<file path="config.mk">
export PLATFORM = sky130hd
export DESIGN_NAME = exmul_mac_acc
export DESIGN_NICKNAME = d
export VERILOG_FILES = /design/src/rtl/exmul_pkg.sv /design/src/rtl/exmul_acc_add.sv /design/src/rtl/exmul_mac_acc.sv
export SDC_FILE = /design/constraint.sdc
export NUM_CORES = 1
export LEC_CHECK = 0
export BUFFER_PORTS_ARGS = -buffer_cell sky130_fd_sc_hd__buf_4
export CORE_MARGIN = 5
export CORE_UTILIZATION = 50
export CTS_CLUSTER_DIAMETER = 40
export DETAILED_ROUTE_END_ITERATION = 16
export PLACE_DENSITY = 0.76
export SYNTH_ARGS = -nofsm -noshare
export SYNTH_HDL_FRONTEND = slang
export SYNTH_SLANG_ARGS = --single-unit
</file>
<file path="constraint.sdc">
create_clock -name clk -period 13.76 [get_ports clk]
set_input_delay 0.688 -clock clk [delete_from_list [all_inputs] [get_ports clk]]
set_output_delay 0.688 -clock clk [all_outputs]
set_load 0.1 [all_outputs]
</file>
<file path="src/rtl/exmul_pkg.sv">
// Shared constants and state encoding for the multiplier accumulator stage.
package exmul_pkg;
    localparam int PROD_W = 128;
    localparam int GUARD  = 8;
    localparam int ACC_W  = PROD_W + GUARD;
    localparam int CNT_W  = 8;
    localparam logic [CNT_W-1:0] CNT_MAX = '1;

    typedef enum logic [1:0] {S_IDLE, S_ACC, S_FULL} state_t;
endpackage

</file>
<file path="src/rtl/exmul_acc_add.sv">
// Accumulator adder: acc + zero-extended product, carry-out flags ACC_W overflow.
module exmul_acc_add
    import exmul_pkg::*;
(
    input  logic [ACC_W-1:0]  acc,
    input  logic [PROD_W-1:0] prod,
    output logic [ACC_W-1:0]  sum,
    output logic              carry
);
    assign {carry, sum} = {1'b0, acc} + {{(GUARD + 1){1'b0}}, prod};
endmodule

</file>
<file path="src/rtl/exmul_mac_acc.sv">
// Dot-product accumulator behind the 64x64 multiplier; holds one completed result.
//  state  | meaning
//  S_IDLE | no partial vector, acc/cnt zero
//  S_ACC  | partial vector being accumulated
//  S_FULL | result held in out_* until taken
module exmul_mac_acc
    import exmul_pkg::*;
(
    input  logic              clk,
    input  logic              rst,
    input  logic              in_valid,
    output logic              in_ready,
    input  logic [PROD_W-1:0] in_prod,
    input  logic              in_last,
    input  logic              acc_clear,
    output logic              out_valid,
    input  logic              out_ready,
    output logic [ACC_W-1:0]  out_sum,
    output logic [CNT_W-1:0]  out_count,
    output logic              out_ovf
);
    state_t             state, state_nxt;
    logic [ACC_W-1:0]   acc, acc_base, add_sum;
    logic [CNT_W-1:0]   cnt, cnt_base, cnt_inc;
    logic               ovf, ovf_base, ovf_inc;
    logic               add_carry, sat_hit;
    logic               rdy_en, accept, take;

    // Holds in_ready low until the first edge after reset release.
    always_ff @(posedge clk or posedge rst) begin
        if (rst) rdy_en <= 1'b0;
        else     rdy_en <= 1'b1;
    end

    assign out_valid = (state == S_FULL);
    assign in_ready  = rdy_en & ((state != S_FULL) | out_ready);
    assign accept    = in_valid & in_ready;
    assign take      = out_valid & out_ready;

    // acc_clear discards the partial vector before the current beat is added.
    assign acc_base = acc_clear ? '0 : acc;
    assign cnt_base = acc_clear ? '0 : cnt;
    assign ovf_base = acc_clear ? 1'b0 : ovf;

    exmul_acc_add u_add (
        .acc   (acc_base),
        .prod  (in_prod),
        .sum   (add_sum),
        .carry (add_carry)
    );

    assign cnt_inc = (cnt_base == CNT_MAX) ? cnt_base
                                           : cnt_base + {{(CNT_W - 1){1'b0}}, 1'b1};
    assign sat_hit = (cnt_inc == CNT_MAX);
    assign ovf_inc = ovf_base | add_carry | sat_hit;

    always_comb begin
        state_nxt = state;
        unique case (state)
            S_IDLE: begin
                if (accept) state_nxt = in_last ? S_FULL : S_ACC;
            end
            S_ACC: begin
                if (accept && in_last) state_nxt = S_FULL;
                else if (!accept && acc_clear) state_nxt = S_IDLE;
            end
            S_FULL: begin
                if (take) begin
                    if (accept) state_nxt = in_last ? S_FULL : S_ACC;
                    else        state_nxt = S_IDLE;
                end
            end
            default: state_nxt = S_IDLE;
        endcase
    end

    always_ff @(posedge clk or posedge rst) begin
        if (rst) state <= S_IDLE;
        else     state <= state_nxt;
    end

    always_ff @(posedge clk or posedge rst) begin
        if (rst) begin
            acc <= '0;
            cnt <= '0;
            ovf <= 1'b0;
        end else if (accept) begin
            if (in_last) begin
                acc <= '0;
                cnt <= '0;
                ovf <= 1'b0;
            end else begin
                acc <= add_sum;
                cnt <= cnt_inc;
                ovf <= ovf_inc;
            end
        end else if (acc_clear) begin
            acc <= '0;
            cnt <= '0;
            ovf <= 1'b0;
        end
    end

    always_ff @(posedge clk or posedge rst) begin
        if (rst) begin
            out_sum   <= '0;
            out_count <= '0;
            out_ovf   <= 1'b0;
        end else if (accept && in_last) begin
            out_sum   <= add_sum;
            out_count <= cnt_inc;
            out_ovf   <= ovf_inc;
        end
    end
endmodule

</file>
Yosys cells after proc, flatten, opt, wreduce, memory -nomap -nowiden
Index checks and enable logic that the tools add are counted.

cells by class
  reduce and logical (&&, ||, !) cells = 5
  add/sub/neg operators = 2
  bitwise logic cells = 6
  muxes and demuxes = 17
  equality and inequality tests = 8

operators by type and width
  operator             count
  $mux 136             3
  $add 136x128->137    1
  $mux 8               4
  $eq 8x8->1 const B   2
  $mux 2               6
  $add 8x1->8 const B  1
  $pmux 2 s3           1
  $ne 2x2->1 const B   2
  $and 1x1->1          3
  $mux 1               3
  $ne 3x3->1 const B   1
  $or 1x1->1           3
  $reduce_and 3->1     1
  $eq 2x1->1 const B   1
  $eq 2x2->1 const B   1
  $logic_and 1x1->1    2
  $logic_not 2->1      1
  $ne 2x1->1 const B   1
  $logic_not 1->1      1

word-level totals
  input bits = 134
  logic and storage cells = 46
  output and inout bits = 147
  flip-flop bits (word level) = 293

Logic depth before layout (Yosys ltp)
  depth after elaboration = 9
  mapped depth = 18
  depth with buffers taken out = 15

Hierarchy
Synthesis repeated with hierarchy kept, for this count alone.

second synthesis, totals
  cell total of the unflattened synthesis = 2555
  area, all modules = 21777.1 um^2

by module, submodules not included
  module         times used  sequential area each (um^2)  area each (um^2)  cells each
  exmul_mac_acc  1           7332.0                       12943.7           1159
  exmul_acc_add  1           0.0                          8833.5            1396

Worst setup path after synthesis
No wires, ideal clock.

  path type = input port to flip-flop
  start = in acc_clear
  end = reg out_sum[128]
  arrival = 4.297 ns
  stages on the path = 18
  slack = 9.337 ns
  library setup time = 0.126 ns
  buffers on the path = 5
  data required time = 13.634 ns
  cell sequence = clkbuf_1 clkbuf_1 clkbuf_1 nor2b_1 ha_1 clkbuf_1 a21o_1 o21bai_1 a221oi_1 o2111ai_1 a31oi_1 a21boi_2 a32oi_2 o21ai_2 a221oi_2 clkbuf_8 nor3b_1 a221o_1

on the way
  cells in the longest elaborated chain, start to end = 2

ends and longest elaborated chain
  element               line                  text
  from (decl)           exmul_mac_acc.sv:15   input logic acc_clear,
  $mux 136              -
  $add 136x128->137     exmul_acc_add.sv:10   assign {carry, sum} = {1'b0, acc} + {{(GUARD + 1){1'b0}}, prod};
  to (signal assigned)  exmul_mac_acc.sv:110  out_sum <= add_sum;
  to (decl)             exmul_mac_acc.sv:18   output logic [ACC_W-1:0] out_sum,

No other way between the ends.
A chain may end at the register's enable or synchronous reset.

Worst setup path after layout
  start = in acc_clear
  end = reg acc[89]

on the way
  cells in the longest elaborated chain, start to end = 4

ends and longest elaborated chain
  element               line                 text
  $mux 136 (*)          -
  $add 136x128->137     exmul_acc_add.sv:10
  $mux 136              exmul_mac_acc.sv:88  if (in_last) begin
  $mux 136 (*)          exmul_mac_acc.sv:87  end else if (accept) begin
  to (signal assigned)  exmul_mac_acc.sv:93  acc <= add_sum;
  to (decl)             exmul_mac_acc.sv:23  logic [ACC_W-1:0] acc, acc_base, add_sum;

Mark *: on every way between the ends. The rest lies on a longest branch, timed or not.

==> run metrics <==
Final Instance Area 24600 sq um; Clock Pin Slew Worst Setup and Hold Paths 0.05 ns; Max Slew Vio Count 0; CTS tree yes; Synth Cell Area 20600 sq um; R2R depth 13; Iter 0 DRT Violations 1722; Leakage 11.4 nW; Resized Gates After CTS 0; pre-CTS WS 7.63 ns; Initial Utilization 50.5%; slew margin rel. 16.5%; fraction of layout instances using a drive strength above 1 14.9%; routability cong. 1.01; fin crit period 5.82 ns; Ports 281; hold buffers post-CTS 0; main combinational cell family by area after synthesis compound AO/OA/AOI/OAI gates; post-synthesis xor/xnor area fraction 5.62%; count of unique library cells instantiated by Yosys 82; CP max FO 81; crit end category flop; Worst R2R Setup Slack 8.78 ns; ys flop type dfrtp_1; H-tree level count 2; GRT Util Overall 29.9%; Remaining Overflow, GRT 0; post-route ant nets 0; Syn Nets 2835; startpoint types input port; most area-consuming cells after synthesis dfrtp_1 (36%), o21ai_0 (9.1%), nand2_1 (8.1%); crit path to acc[89]$_DFF_PP0_; initial antenna violation count 1; Die Footprint 45300 sq um; skew final 0.0221 ns; Routed WL 69.0 mm; Max Freq 172 MHz; DR WL/cell 20.7 um; maximum vdd drop 0.000125 V; syn avg cell area 8.00 sq um; Fin. Hold Viols 0; P&R area growth vs syn 19.5%; Post-Synth Adder-Cell Area 7.95%; HP Class input port to asynchronous set/reset pin; largest area contributor in the netlist dfrtp_1; post-synthesis mux area share 0.584%; Worst-Skew Late Latency 0.60 ns; Die Y-Extent 213 um; compound-cell area share of the yosys netlist 24.8%; Core ar. 40700 sq um; DP Cell Count 3240; dpl hpwl 52.6 mm; clk buf depth 3; root buffer cell clkbuf_16; share of the synthesized area in the top cell type 35.7%; Cell Pwr Density 147 nW/um^2; total number of vias 20000; reg-to-reg critical path endpoint out_ovf$_DFFE_PP0P_; drc violations 0; Post-Layout Cell Count 3332; vias in the first global route 19700; CP required 14.18 ns; FF-to-FF Start acc[21]$_DFF_PP0_; Crit Path Class input port to flop; Rows 74; post-synthesis register bit count 293; setup_tns 0 ns; Nets 3023; port bufs 280; die width 213 um; Post-Synth Simple-Gate Area 21.5%; fin crit share 42.3%; status finished clean; yosys warns 0; EDFF count, synth 0; setup bufs post-CTS 0; TritonCTS Buffers 49; max_cap viols 0; DP Area 22800 sq um; RSZ-0062 raised after global routing no; Power, Total 3.61 mW; Slew @ Worst Pin 1.25 ns; post-synthesis cell count 2571; first-pass GRT wire length 109 mm; share of flip-flops with an asynchronous set or reset 100%; Critical Path Source acc_clear; fin worst setup slack 7.94 ns; sequential share of the synthesized area 35.7%; DR pass1 iterations 5; drt via density 6.01; # clock sinks 293; endpoint arrival time on the critical path 6.24 ns; pin count of the biggest net entering global routing 121; final setup fails 0
==> kinds of logic (layout without fill, tap and decap cells) <==
group | count (synthesis) | after routing
buffers and inverters | 200 | 428
AO/OA/AOI/OAI | 864 | 864
other | 1 | 2
flip-flops | 293 | 293
XOR/XNOR | 132 | 132
adder cells (fa/ha/maj) | 130 | 130
AND/OR/NAND/NOR | 940 | 940
multiplexers | 11 | 11
==> state kept, by name, summed over array words and instances, names as in the netlist <==
register / cells
out_sum: 136
state: 2
cnt: 8
rdy_en: 1
acc: 136
out_ovf: 1
ovf: 1
out_count: 8
==> per-layer routing <==
layer  share of wire (%)  track usage (%)  vias to the layer above
li1                    -                -                     9538
met5                   0                0                        -
met4                 4.2             12.3                        0
met3                 7.0             4.50                      155
met1                  43             41.3                     9537
met2                  46             47.4                      790
==> power breakdown <==
part | total (mW) | switching [mW] | internal [mW]
Clock | 1.31 | 0.482 | 0.825
Combinational | 1.27 | 0.992 | 0.274
Sequential | 1.04 | 0.0647 | 0.972
Total | 3.61 | 1.54 | 2.07
==> worst min path at each step <==
stage	end	cells past startpoint	slack, ns	start
final	cnt[3]$_DFF_PP0_	2	0.13	rst
after detailed placement	out_sum[109]$_DFFE_PP0P_	2	0.47	out_sum[109]$_DFFE_PP0P_
after global routing	cnt[3]$_DFF_PP0_	2	0.18	rst
after CTS	cnt[1]$_DFF_PP0_	2	0.16	rst
after floorplan	state[0]$_DFFE_PP0P_	1	0.47	state[1]$_DFFE_PP0P_
after global placement	out_sum[120]$_DFFE_PP0P_	2	0.46	out_sum[120]$_DFFE_PP0P_
==> Yosys cell counts, types with 4 or more instances <==
library cell	count
a221oi_1	7
xnor2_1	67
a21o_1	68
o31ai_1	18
inv_1	48
o21ai_0	375
o21a_1	11
a31o_2	4
o221ai_1	5
o22ai_1	6
or3_1	13
and2_1	8
xor2_1	65
a22o_1	6
and4_1	8
a21boi_0	14
clkbuf_1	142
nand2_1	443
and3_1	8
nor2_1	127
nand3_1	34
or2_2	7
dfrtp_1	293
a21oi_1	211
a31oi_1	29
or4_1	4
ha_1	129
o21bai_1	43
buf_4	4
mux2_2	8
a211oi_1	7
nor2b_1	139
nor3b_1	4
nor4_1	11
nand4_1	78
nand2b_1	7
nor3_1	36
a221o_1	5
o211ai_1	11
==> cell usage in the layout (no fill, tap or decap), types with 8 or more instances in the layout <==
master	netlist	final
and2_1	8	8
o21a_1	11	11
xnor2_1	67	67
mux2_2	8	8
or3_1	13	13
nor3_1	36	36
inv_6	0	12
nand2_1	443	440
clkbuf_16	0	49
a31oi_1	29	29
nor2b_1	139	139
o211ai_1	11	11
dfrtp_1	293	293
nand3_1	34	34
o31ai_1	18	18
and4_1	8	8
xor2_1	65	65
and3_1	8	8
a21o_1	68	68
o21bai_1	43	43
a21oi_1	211	211
o21ai_0	375	375
nor4_1	11	11
nor2_1	127	127
nand4_1	78	78
buf_4	4	289
inv_1	48	47
ha_1	129	129
a21boi_0	14	14
==> final cells by class <==
class / count / area, sq um
diodes: 1 / 2.50
well taps: 532 / 666
flip-flops and latches: 293 / 7330
clock inverters: 33 / 450
clock buffers: 58 / 1300
multi-input cells: 2078 / 12500
repair buffers: 289 / 2170
inverters: 48 / 188
fillers: 3713 / 16200
==> worst max-delay path, cell delays in order <==
cell      delay (ns)
buf_4           0.65
inv_1           0.54
nand2_1         0.29
inv_1           0.07
ha_1            0.29
a211oi_1        0.30
o211ai_1        0.23
a21oi_1         0.35
o31ai_1         0.19
nor3_1          0.66
o21ai_0         0.47
a21boi_0        0.61
o21ai_0         0.30
a21oi_1         0.26
xor2_1          0.19
o21ai_0         0.10
==> metrics by stage <==
stage / hold slack [ns] / utilization (%)
floorplan: 0.468 / -
global placement: 0.462 / 56.0
detailed placement: 0.472 / 56.0
CTS: 0.161 / 60.3
global route: 0.185 / 60.3
finish: 0.130 / 60.3
Power figures use the tool's default switching activity.
